===== src/rtl/dac_pattern_gen.sv =====
// Multi-channel DAC waveform generator: a rate counter paces bursts of 24-bit
// frames (one per channel) handed to an SPI master over an in_ena/busy handshake.
//
// state   | meaning
// IDLE    | waiting for a rate tick
// LOAD    | register frame for current channel, strobe out_ena
// WAIT_HI | wait for SPI master to take the frame (busy rises)
// WAIT_LO | wait for transfer end (busy falls), then next channel or ADVANCE
// ADVANCE | step the waveform register once per burst
module dac_pattern_gen #(
    parameter int         CNT_LIMIT = 99,
    parameter int         N_CH      = 1,
    parameter int         DATA_W    = 16,
    parameter int         STEP      = 1,
    parameter logic [3:0] CMD       = 4'b0011
) (
    input  logic              sys_clk,
    input  logic              n_rst_fpga,
    input  logic              en,
    input  logic [1:0]        mode,
    input  logic [DATA_W-1:0] const_value,
    input  logic              busy,
    output logic              out_ena,
    output logic [23:0]       out_data,
    output logic [DATA_W-1:0] cur_value,
    output logic              burst_active,
    output logic              overrun
);

    localparam int                CW      = (CNT_LIMIT > 0) ? $clog2(CNT_LIMIT + 1) : 1;
    localparam logic [CW-1:0]     CNT_TC  = CW'(CNT_LIMIT);
    localparam logic [DATA_W-1:0] MAX     = '1;
    localparam logic [DATA_W-1:0] STEP_V  = DATA_W'(STEP);
    localparam logic [DATA_W-1:0] TOP     = MAX - STEP_V;
    localparam logic [3:0]        LAST_CH = 4'(N_CH - 1);

    typedef enum logic [2:0] {
        IDLE,
        LOAD,
        WAIT_HI,
        WAIT_LO,
        ADVANCE
    } state_t;

    state_t            state, next_state;
    logic [CW-1:0]     cnt;
    logic              tick;
    logic [3:0]        ch;
    logic [1:0]        mode_r;
    logic              dir_down, dir_next;
    logic [DATA_W-1:0] wave_next;
    logic [DATA_W-1:0] frame_value;
    logic [15:0]       frame_field;

    assign tick = (cnt == CNT_TC) && en;

    always_ff @(posedge sys_clk or negedge n_rst_fpga) begin
        if (!n_rst_fpga) begin
            cnt <= '0;
        end else if (!en || cnt == CNT_TC) begin
            cnt <= '0;
        end else begin
            cnt <= cnt + 1'b1;
        end
    end

    always_ff @(posedge sys_clk or negedge n_rst_fpga) begin
        if (!n_rst_fpga) begin
            state <= IDLE;
        end else begin
            state <= next_state;
        end
    end

    always_comb begin
        next_state = state;
        case (state)
            IDLE:    if (tick) next_state = LOAD;
            LOAD:    next_state = WAIT_HI;
            WAIT_HI: if (busy) next_state = WAIT_LO;
            WAIT_LO: if (!busy) next_state = (ch != LAST_CH) ? LOAD : ADVANCE;
            ADVANCE: next_state = IDLE;
            default: next_state = IDLE;
        endcase
    end

    // Triangle clamps to the rails rather than folding the overshoot back.
    always_comb begin
        wave_next = cur_value;
        dir_next  = dir_down;
        case (mode_r)
            2'd0: wave_next = cur_value + STEP_V;
            2'd1: begin
                if (!dir_down) begin
                    if (cur_value > TOP) begin
                        wave_next = MAX;
                        dir_next  = 1'b1;
                    end else begin
                        wave_next = cur_value + STEP_V;
                    end
                end else begin
                    if (cur_value < STEP_V) begin
                        wave_next = '0;
                        dir_next  = 1'b0;
                    end else begin
                        wave_next = cur_value - STEP_V;
                    end
                end
            end
            2'd3:    wave_next = (cur_value == '0) ? MAX : '0;
            default: wave_next = cur_value;
        endcase
    end

    assign frame_value = (mode_r == 2'd2) ? const_value : cur_value;
    assign frame_field = 16'(frame_value) << (16 - DATA_W);

    always_ff @(posedge sys_clk or negedge n_rst_fpga) begin
        if (!n_rst_fpga) begin
            ch           <= '0;
            mode_r       <= '0;
            cur_value    <= '0;
            dir_down     <= 1'b0;
            out_ena      <= 1'b0;
            out_data     <= '0;
            burst_active <= 1'b0;
        end else begin
            out_ena      <= (state == LOAD);
            burst_active <= (next_state != IDLE);
            if (state == IDLE && tick) begin
                ch     <= '0;
                mode_r <= mode;
            end
            if (state == LOAD) begin
                out_data <= {CMD, frame_field, ch};
            end
            if (state == WAIT_LO && !busy && ch != LAST_CH) begin
                ch <= ch + 1'b1;
            end
            if (state == ADVANCE) begin
                cur_value <= wave_next;
                dir_down  <= dir_next;
            end
        end
    end

    // A tick that finds the FSM busy is dropped and only flagged.
    always_ff @(posedge sys_clk or negedge n_rst_fpga) begin
        if (!n_rst_fpga) begin
            overrun <= 1'b0;
        end else if (!en) begin
            overrun <= 1'b0;
        end else if (tick && state != IDLE) begin
            overrun <= 1'b1;
        end
    end

endmodule

===== config.mk =====
export PLATFORM = sky130hd
export DESIGN_NAME = dac_pattern_gen
export DESIGN_NICKNAME = d
export VERILOG_FILES = /design/src/rtl/dac_pattern_gen.sv
export SDC_FILE = /design/constraint.sdc
export NUM_CORES = 1
export LEC_CHECK = 0
export BUFFER_PORTS_ARGS = -buffer_cell sky130_fd_sc_hd__buf_2
export CELL_PAD_IN_SITES_DETAIL_PLACEMENT = 1
export CELL_PAD_IN_SITES_GLOBAL_PLACEMENT = 1
export CORE_ASPECT_RATIO = 1.1
export CORE_MARGIN = 2
export CORE_UTILIZATION = 40
export CTS_CLUSTER_SIZE = 28
export DETAILED_ROUTE_END_ITERATION = 16
export GPL_ROUTABILITY_DRIVEN = 0
export PLACE_DENSITY_LB_ADDON = 0.1
export SYNTH_ARGS = -nofsm -noshare
export SYNTH_HDL_FRONTEND = slang
export SYNTH_SLANG_ARGS = --single-unit

===== constraint.sdc =====
create_clock -name sys_clk -period 4.8 [get_ports sys_clk]
set_clock_uncertainty 0.15 [all_clocks]
set_input_delay 0.96 -clock sys_clk [delete_from_list [all_inputs] [get_ports sys_clk]]
set_output_delay 0.96 -clock sys_clk [all_outputs]
set_load 0.05 [all_outputs]

==> results of run 1 <==
-- path summary, 6_finish.rpt --
check                               end  slack, ns  depth (start not counted)
setup / recovery           cur_value[2]       1.80                          7
hold / removal                  overrun       0.34                          1
setup reg to reg           cur_value[2]       1.80                          7
hold reg to reg                 overrun       0.34                          1
max in group asynchronous  cur_value[0]       3.16                          2
min in group asynchronous  cur_value[7]       0.48                          1
-- power groups by stage --
stage,logic (W),registers [W],clock network [W]
after floorplan,0.000501,0.00118,0
after global placement,0.00110,0.000861,0
after detailed placement,0.00111,0.000870,0
after CTS,0.00112,0.000860,0.000422
after global routing,0.00121,0.000885,0.000440
final,0.00111,0.000859,0.000409
-- registers in the layout (all words and copies together) (netlist names) --
signal,count
cnt,7
out_data,21
cur_value,16
dir_down,1
overrun,1
ch,4
state,3
mode_r,2
burst_active,1
out_ena,1
-- synth_stat cells (2+ instances only) --
| cell type | number |
|---|---|
| a21o_1 | 5 |
| a21oi_1 | 45 |
| a21oi_2 | 2 |
| a22oi_1 | 2 |
| a31oi_1 | 4 |
| and3_1 | 5 |
| and4_1 | 4 |
| buf_2 | 3 |
| buf_4 | 5 |
| clkbuf_1 | 20 |
| dfrtp_1 | 57 |
| ha_1 | 6 |
| inv_1 | 15 |
| mux2_2 | 6 |
| mux2i_1 | 11 |
| nand2_1 | 18 |
| nand2b_1 | 3 |
| nand3_1 | 15 |
| nand4_1 | 8 |
| nor2_1 | 64 |
| nor2b_1 | 3 |
| nor3_1 | 23 |
| nor3b_1 | 3 |
| nor4_1 | 8 |
| o21a_1 | 4 |
| o21ai_0 | 8 |
| o21ai_1 | 2 |
| o31ai_1 | 6 |
| or2_2 | 2 |
| or3_1 | 2 |
| or4_4 | 2 |
| xnor2_1 | 12 |
| xor2_1 | 4 |
-- cells by family (layout without fill, tap and decap cells) --
| group | count (synthesis) | count (layout) | share of synthesized area [%] |
|---|---|---|---|
| AND/OR/NAND/NOR | 168 | 168 | 25.0 |
| AO/OA/AOI/OAI | 87 | 87 | 15.5 |
| flip-flops | 57 | 57 | 42.0 |
| buffers and inverters | 45 | 96 | 5.85 |
| multiplexers | 17 | 17 | 5.23 |
| XOR/XNOR | 16 | 16 | 4.12 |
| adder cells (fa/ha/maj) | 6 | 6 | 2.21 |
| other | 1 | 2 | 0.110 |
-- layout make-up --
class | count | area, sq um | share of cell area (%)
Multi-Input combinational cell | 296 | 1780 | 45.6
Sequential cell | 57 | 1430 | 36.5
Timing Repair Buffer | 65 | 333 | 8.51
Clock buffer | 11 | 141 | 3.61
Tap cell | 111 | 139 | 3.55
Inverter | 15 | 56.3 | 1.44
Clock inverter | 5 | 31.3 | 0.800
-- per-stage QoR --
step / hold slack, ns / total power (W) / worst slack [ns] / cells / utilization, %
after global routing: 0.355 / 0.00253 / 1.62 / 560 / 47.0
after global placement: 0.319 / 0.00196 / 1.93 / 544 / 44.9
after CTS: 0.343 / 0.00240 / 1.88 / 560 / 47.0
after floorplan: 0.305 / 0.00168 / 1.96 / 398 / -
after detailed placement: 0.329 / 0.00198 / 1.91 / 544 / 44.9
final: 0.344 / 0.00238 / 1.80 / 560 / 47.0
-- routing by layer --
layer | track usage, % | routed length, um | part of all wire [%] | vias to the layer above
li1 | - | - | - | 1489
met1 | 27.5 | 4240 | 42 | 1575
met2 | 40.7 | 5300 | 53 | 71
met3 | 3.14 | 365 | 3.6 | 13
met4 | 9.07 | 157 | 1.6 | 0
met5 | 0 | 0 | 0 | -
-- worst reg2reg max path: cells and delay by family (launching register included) --
kind	cells	cell delay (ns)
AO/OA/AOI/OAI	3	0.69
buffers and inverters	1	0.24
flip-flops	1	0.48
AND/OR/NAND/NOR	3	1.34
==> flow_summary.json, run 1 <==
{
  "hold_violations": 0,
  "drc_errors": 0,
  "clk_pin_slew_ns": 0.07,
  "cp.required_ns": 4.87,
  "worstMarginPinSlew_ns": 1.10,
  "drt_iter0_drc": 125,
  "synth_edf_count": 0,
  "outcome": "finished, final reports clean",
  "worstPathMaxFanout": 23,
  "hold_path_class": "register to register",
  "worstSetupPathType": "register to register",
  "powerDensity_nw_per_um2": 608,
  "antenna_found_initial": 0,
  "rr_startpoint": "mode_r[1]",
  "mostFrequentLayoutCell": "nor2_1",
  "port_buffers": 62,
  "grt_pass1_wl_um": 16400,
  "combPwrFrac_pct": 46.7,
  "cts_inserted_buffers": 9,
  "yosys-top-cells-area": "dfrtp_1 (42%), nor2_1 (7.1%), a21oi_1 (6.6%), nor3_1 (3.4%), mux2i_1 (3.2%)",
  "cp.buffers_inverters": 1,
  "initial_utilization_pct": 40.8,
  "drv_slew": 0,
  "switching_share_pct": 53.0,
  "cts_tree": "built",
  "syn_inst": 397,
  "crit_chain": "nor2b_2, buf_4, nor2_1, o21ai_1, nor3_1, o21ai_0, o21a_1",
  "final_cell_area_sq_um": 3910,
  "wl_per_cell_um": 18.0,
  "ys_types": 53,
  "cts_buffer_depth": 2,
  "cts_resized": 0,
  "drv_cap": 0,
  "synthDominantCellAreaShare_pct": 42.0,
  "post_cts_buffers": 0,
  "vdd_drop_max_uv": 276,
  "vias": 3148,
  "grt_usage_pct": 22.7,
  "yosysWarningCount": 0,
  "syn2layout_area_growth_pct": 15.1,
  "internal-power_w": 0.00112,
  "mostFrequentLayoutCells": "nor2_1 (64), buf_2 (62), dfrtp_1 (57), a21oi_1 (45), nor3_1 (23)",
  "dieWidth_um": 91.9,
  "fill_cells": 1037,
  "ios": 65,
  "finalCritPeriodShare_pct": 62.5,
  "slew_headroom_pct": 26.1,
  "cts.sinks": 57,
  "synthFlopType": "dfrtp_1",
  "postCtsHoldBufs": 0,
  "grt_pass1_vias": 3217,
  "seq_area_frac_synth_pct": 42.0,
  "max_stage_delay_ns": 0.87,
  "clock_power_share_pct": 17.2,
  "ant_nets": 0,
  "period_needed_ns": 3.00,
  "synth_area_sq_um": 3400,
  "yosysTopAreaCell": "dfrtp_1",
  "cp-start-kind": "register",
  "die_h_um": 101,
  "crit_path_start": "mode_r[1]",
  "dpl-instance-area_sq_um": 3740,
  "gr-total-overflow": 0,
  "power.leakage_nw": 1.70,
  "final-setup-viol-count": 0,
  "num_rows": 35,
  "hpwl_um": 7220,
  "fmax_mhz": 334,
  "end_kind": "register",
  "wirelength_um": 10100,
  "grt_start_max_net_pins": 39,
  "die-area_sq_um": 9250,
  "vias_per_cell": 5.62,
  "clock_latency_ns": 0.34,
  "ys_ff_latch": 57,
  "nNetsFinal": 472,
  "crit_family": "simple AND/OR/NAND/NOR gates",
  "drt_first_pass_iters": 4,
  "ctsRootBufferMaster": "clkbuf_8",
  "core_sq_um": 8320,
  "n_antenna_cell": 0,
  "synth.avg_cell_area_sq_um": 8.56,
  "seqPwrFrac_pct": 36.1,
  "p_sw_w": 0.00126,
  "drive_gt1_share_pct": 21.8,
  "async_flop_share_pct": 100,
  "finalSetupTns_ns": 0,
  "hold_start": "overrun",
  "worstPathArrival_ns": 3.07,
  "rsz0062_at_grt": "no",
  "h-tree-depth": 3,
  "cpMaxStageDelayCell": "nor2_1"
}
Note: power is estimated with default switching activity, not from simulation.
==> run 2, diff against run 1 <==
--- a/config.mk
+++ b/config.mk
@@ -5,12 +5,13 @@
 export SDC_FILE = /design/constraint.sdc
 export NUM_CORES = 1
 export LEC_CHECK = 0
+export ABC_AREA = 1
 export BUFFER_PORTS_ARGS = -buffer_cell sky130_fd_sc_hd__buf_2
 export CELL_PAD_IN_SITES_DETAIL_PLACEMENT = 1
 export CELL_PAD_IN_SITES_GLOBAL_PLACEMENT = 1
 export CORE_ASPECT_RATIO = 1.1
 export CORE_MARGIN = 2
-export CORE_UTILIZATION = 40
+export CORE_UTILIZATION = 36
 export CTS_CLUSTER_SIZE = 28
 export DETAILED_ROUTE_END_ITERATION = 16
 export GPL_ROUTABILITY_DRIVEN = 0
==> constraint.sdc (replaced) <==
create_clock -name sys_clk -period 2.45 [get_ports sys_clk]
set_clock_uncertainty 0.15 [all_clocks]
set_input_delay 0.49 -clock sys_clk [delete_from_list [all_inputs] [get_ports sys_clk]]
set_output_delay 0.49 -clock sys_clk [all_outputs]
set_load 0.05 [all_outputs]
==> run 2 against run 1 <==
Net effect: fmax increased by 40%; die area increased by 23%; critical path type unchanged; final area increased by 17%; sequential share of layout area decreased by 5.2 points; highest routed layer unchanged; sequential power increased by 94%; count of clock-buffer cells in the layout unchanged; clock power increased to 3.3 times the previous value.
==> flow_summary.json, run 2 <==
{
  "yosysWarningCount": 0,
  "synthMuxAreaShare_pct": 0,
  "slew_headroom_pct": 50.4,
  "hold_path_class": "input port to register",
  "fmax_mhz": 468,
  "die_h_um": 112,
  "drc_errors": 0,
  "setup_slack_ns": 0.313,
  "synth_xor_area_share_pct": 2.53,
  "drv_slew": 0,
  "grt_start_max_net_pins": 40,
  "dp_cells": 742,
  "finalCritPeriodShare_pct": 87.2,
  "top_regs": "out_data (21), cur_value (16), cnt (7)",
  "grt_pass1_wl_um": 20500,
  "ctsRootBufferMaster": "clkbuf_16",
  "synth_most_common_cell": "nand2_1",
  "drive_gt1_share_pct": 19.3,
  "final-setup-viol-count": 0,
  "core_sq_um": 10300,
  "cp-start-kind": "register",
  "yosysTopAreaCell": "dfrtp_1",
  "num_rows": 39,
  "synth_top_family_by_area": "simple AND/OR/NAND/NOR gates",
  "wirelength_um": 12300,
  "wl_per_cell_um": 16.2,
  "finalSetupTns_ns": 0,
  "port_buffers": 62,
  "drt_first_pass_iters": 4,
  "vias": 3808,
  "cp.required_ns": 2.53,
  "worstSetupPathType": "register to register",
  "vdd_drop_max_uv": 524,
  "vias_per_cell": 5.02,
  "dieWidth_um": 102,
  "h-tree-depth": 3,
  "drt_iter0_drc": 168,
  "syn2layout_area_growth_pct": 19.6,
  "cts_buffer_depth": 2,
  "post-place-ws_ns": 0.331,
  "hold_violations": 0,
  "grt_usage_pct": 22.9,
  "period_needed_ns": 2.14,
  "antenna_found_initial": 0,
  "initial_utilization_pct": 36.8,
  "clk_pin_slew_ns": 0.06,
  "synthTopCellsByCount": "nand2_1 (152), nor2_1 (79), dfrtp_1 (57), inv_1 (57), o21ai_0 (49)",
  "yosys.area_share.adder_pct": 1.97,
  "crit_family": "simple AND/OR/NAND/NOR gates",
  "drv_cap": 0,
  "fin_cells": 759,
  "ys_ff_latch": 57,
  "async_flop_share_pct": 100,
  "cts_tree": "built",
  "grt_pass1_vias": 4079,
  "rsz0062_at_grt": "no",
  "n_antenna_cell": 0,
  "ios": 65,
  "seq_area_frac_synth_pct": 37.4,
  "fill_cells": 1361,
  "largest_register": "out_data",
  "largest_register_ffs": 21,
  "max_stage_delay_ns": 0.49,
  "ys_types": 42,
  "worstMarginPinSlew_ns": 0.743,
  "end_kind": "register",
  "synth-compound-area-share_pct": 9.56,
  "die-area_sq_um": 11400,
  "crit_chain": "inv_1, ha_1, nand2_2, nor2_4, nand2_2, nand3_2, inv_2, nand2_1, nand4_1, nand2_1, inv_1",
  "nNetsFinal": 639,
  "yosys.area_share.simple_pct": 38.4,
  "gr-total-overflow": 0,
  "post_cts_buffers": 0,
  "synth.avg_cell_area_sq_um": 6.94,
  "cp.buffers_inverters": 3,
  "mostFrequentLayoutCells": "nand2_1 (152), nor2_1 (79), buf_2 (62), inv_1 (57), dfrtp_1 (57)",
  "outcome": "finished, final reports clean",
  "synthFlopType": "dfrtp_1",
  "synthDominantCellAreaShare_pct": 37.4,
  "yosys-top-cells-area": "dfrtp_1 (37%), nand2_1 (15%), nor2_1 (7.8%), o21ai_0 (6.4%), inv_1 (5.6%)",
  "clock_latency_ns": 0.33,
  "mostFrequentLayoutCell": "nand2_1",
  "syn_inst": 549,
  "synth_edf_count": 0,
  "synth_area_sq_um": 3810,
  "ant_nets": 0,
  "cts.sinks": 57,
  "worstPathMaxFanout": 9,
  "cts_inserted_buffers": 9,
  "worstPathArrival_ns": 2.21,
  "cpMaxStageDelayCell": "dfrtp_1",
  "hpwl_um": 9340,
  "powerDensity_nw_per_um2": 1330,
  "power.leakage_nw": 2.35
}
-- run 2: per-stage QoR --
stage,area (sq um),total power (W),utilization [%],hold slack [ns]
after detailed placement,4230,0.00471,40.8,0.314
final,4560,0.00605,44.0,0.282
after floorplan,3810,0.00395,-,0.0444
after CTS,4560,0.00610,44.0,0.280
after global routing,4560,0.00648,44.0,0.306
after global placement,4230,0.00465,40.8,0.309
-- run 2: area by class of cell --
class	count	area (sq um)	area share, %
multi-input combinational	409	2000	44.0
sequential	57	1430	31.3
timing repair buffer	70	385	8.46
clock buffer	11	243	5.33
inverter	64	240	5.27
tap	143	179	3.93
clock inverter	5	78.8	1.73
-- run 2: final timing paths --
check / start / endpoint / slack, ns / cells past startpoint
max: cur_value[1] / cur_value[4] / 0.31 / 11
min: mode[0] / mode_r[0] / 0.28 / 3
max reg2reg: cur_value[1] / cur_value[4] / 0.31 / 11
min reg2reg: cnt[0] / cnt[0] / 0.32 / 1
max in group asynchronous: n_rst_fpga / cur_value[12] / 1.04 / 3
min in group asynchronous: n_rst_fpga / cnt[5] / 0.52 / 2
-- run 2: tightest hold or removal path, cell delays in order --
cell	delay (ns)
buf_2	0.08
nor2_1	0.03
a21oi_1	0.11
-- run 2: cells by family after synthesis --
family / Yosys count
simple gates: 324
buf+inv: 84
other cells: 1
fa+ha+maj: 6
xor+xnor: 11
compound gates: 66
flops: 57
-- run 2: what timing repair did --
action,in CTS,in global routing
endpoints found under the hold margin,18,0
hold buffers,1,0
gates resized for setup,0,0
setup endpoints to repair,0,0
-- run 2: layer usage --
metal	GRT usage (%)	share of wire, %
met5	0	0
met3	3.39	3.0
met2	38.7	49
met1	29.6	46
met4	7.64	1.9
-- run 2: report_power, final --
group	total [W]	internal [W]	switching, W
clock	0.00136	0.000915	0.000447
combinational	0.00303	0.000790	0.00224
sequential	0.00167	0.00125	0.000415
==> run 3, diff against run 2 <==
--- a/config.mk
+++ b/config.mk
@@ -15,7 +15,8 @@
 export CTS_CLUSTER_SIZE = 28
 export DETAILED_ROUTE_END_ITERATION = 16
 export GPL_ROUTABILITY_DRIVEN = 0
-export PLACE_DENSITY_LB_ADDON = 0.1
+export GPL_TIMING_DRIVEN = 0
+export PLACE_DENSITY = 0.79
 export SYNTH_ARGS = -nofsm -noshare
 export SYNTH_HDL_FRONTEND = slang
 export SYNTH_SLANG_ARGS = --single-unit
==> run 3 against run 2 <==
Net effect: register-to-register slack worse by 0.08 ns; power down 0.66%; clock power down 9.6%; critical endpoint is now cur_value[13]; worst setup slack worse by 0.078 ns; count of clock-buffer cells in the layout down 1; largest cell class unchanged; fmax down 3.5%; global-route usage down 0.95 points.
==> flow_summary.json, run 3 (synthesis gave the netlist of run 2 again) <==
{
  "wirelength_um": 11900,
  "cts_resized": 0,
  "clk_pin_slew_ns": 0.05,
  "crit_chain": "inv_1, ha_1, nand2_2, nor2_4, nand3_2, nor2_1, nand2_1, nand2_4, nor2_1, a21boi_2",
  "endpoint": "cur_value[13]",
  "n_antenna_cell": 0,
  "worstSetupPathType": "register to register",
  "h-tree-depth": 3,
  "postCtsHoldBufs": 0,
  "ios": 65,
  "core_sq_um": 10300,
  "dieWidth_um": 102,
  "fmax_mhz": 451,
  "r2r_cells": 10,
  "drv_slew": 0,
  "drc_errors": 0,
  "post-place-ws_ns": 0.246,
  "vias_per_cell": 5.03,
  "drive_gt1_share_pct": 20.3,
  "worstPathArrival_ns": 2.32,
  "worstMarginPinSlew_ns": 0.741,
  "largest_register": "out_data",
  "hold_path_class": "input port to async pin",
  "powerDensity_nw_per_um2": 1310,
  "cp.depth": 10,
  "cpMaxStageDelayCell": "dfrtp_1",
  "final-setup-viol-count": 0,
  "outcome": "finished, final reports clean",
  "ant_nets": 0,
  "ctsRootBufferMaster": "clkbuf_16",
  "port_buffers": 62,
  "fill_cells": 1347,
  "crit_family": "simple AND/OR/NAND/NOR gates",
  "rr_startpoint": "cur_value[1]",
  "cp-start-kind": "register",
  "rsz0062_at_grt": "no",
  "cts_buffer_depth": 2,
  "reg2reg_slack_ns": 0.23,
  "cts_inserted_buffers": 9,
  "utilization_pct": 44.4,
  "final_cell_area_sq_um": 4590,
  "slew_headroom_pct": 50.6,
  "setup_slack_ns": 0.235,
  "power.leakage_nw": 2.37,
  "die-area_sq_um": 11400,
  "top_regs": "out_data (21), cur_value (16), cnt (7)",
  "grt_pass1_vias": 4135,
  "vias": 3876,
  "finalCritPeriodShare_pct": 90.4,
  "num_rows": 39,
  "hpwl_um": 8810,
  "finalSetupTns_ns": 0,
  "die_h_um": 112,
  "worstPathMaxFanout": 9,
  "end_kind": "register",
  "largest_register_ffs": 21,
  "vdd_drop_max_uv": 433,
  "post_cts_buffers": 0,
  "cp.buffers_inverters": 1,
  "cp.required_ns": 2.55,
  "drt_iter0_drc": 215,
  "mostFrequentLayoutCell": "nand2_1",
  "max_stage_delay_ns": 0.50,
  "cts_tree": "built",
  "wl_per_cell_um": 15.4,
  "grt_start_max_net_pins": 58,
  "period_needed_ns": 2.22,
  "hold_violations": 0,
  "antenna_found_initial": 0,
  "grt_usage_pct": 21.9,
  "cts.sinks": 57,
  "mostFrequentLayoutCells": "nand2_1 (152), nor2_1 (79), buf_2 (66), inv_1 (57), dfrtp_1 (57)",
  "dpl-instance-area_sq_um": 4300,
  "gr-total-overflow": 0,
  "crit_path_start": "cur_value[1]",
  "nNetsFinal": 651,
  "syn2layout_area_growth_pct": 20.5,
  "worst_r2r_endpoint": "cur_value[13]",
  "cp_common_cell": "nor2_1",
  "drt_first_pass_iters": 4,
  "grt_pass1_wl_um": 19800,
  "clock_latency_ns": 0.33,
  "initial_utilization_pct": 36.8,
  "drv_cap": 0
}
[run 3: cell types whose count changed in the layout (fill, tap and decap cells not counted)]
cell / previous run / this run
dlygate4sd3_1: 1 / 0
buf_2: 62 / 66
clkinv_2: 2 / 1
buf_6: 0 / 3
clkinvlp_4: 0 / 3
clkinv_4: 1 / 0
buf_8: 0 / 1
clkbuf_1: 1 / 5
buf_12: 1 / 0
clkbuf_2: 0 / 2
bufinv_16: 2 / 1
buf_4: 6 / 5
[run 3: metal layers]
| layer | global-route usage [%] | part of all wire (%) |
|---|---|---|
| met1 | 27.1 | 45 |
| met2 | 38.5 | 50 |
| met3 | 3.26 | 3.9 |
| met4 | 7.38 | 1.8 |
| met5 | 0 | 0 |
[run 3: worst min-delay path by stage]
stage,start,end,slack [ns],cells past startpoint
floorplan,n_rst_fpga,burst_active,0.04,0
global placement,cnt[0],cnt[0],0.30,1
detailed placement,cnt[0],cnt[0],0.30,1
CTS,mode[0],mode_r[0],0.25,3
global route,n_rst_fpga,out_data[2],0.15,1
finish,n_rst_fpga,out_data[3],0.06,1
[run 3: area by class of cell]
cell class	instances	area (sq um)	share of cell area, %
sequential	57	1430	31.1
clock buffer	10	229	4.99
tap	143	179	3.90
buffer	20	143	3.11
timing repair buffer	62	313	6.81
multi-input combinational	409	2000	43.7
inverter	64	240	5.23
clock inverter	5	57.6	1.25
[run 3: worst register-to-register path, delay by kind of cell (launching register included)]
kind                     cells  cell delay (ns)
buffers and inverters        1             0.20
flip-flops                   1             0.50
AND/OR/NAND/NOR              7             0.86
adder cells (fa/ha/maj)      1             0.25
AO/OA/AOI/OAI                1             0.16
[run 3: where the power goes]
group	internal [W]	switching, W	leakage (nW)
clock network	0.000778	0.000455	0.131
logic	0.000860	0.00239	1.50
registers	0.00125	0.000274	0.740
[run 3: per-stage QoR]
step | hold WS [ns] | std cells | power, W
2_1_floorplan | 0.0444 | 550 | 0.00395
3_3_place_gp | 0.297 | 755 | 0.00468
3_5_place_dp | 0.302 | 755 | 0.00477
4_1_cts | 0.252 | 770 | 0.00605
5_1_grt | 0.146 | 770 | 0.00645
6_report | 0.0630 | 770 | 0.00602
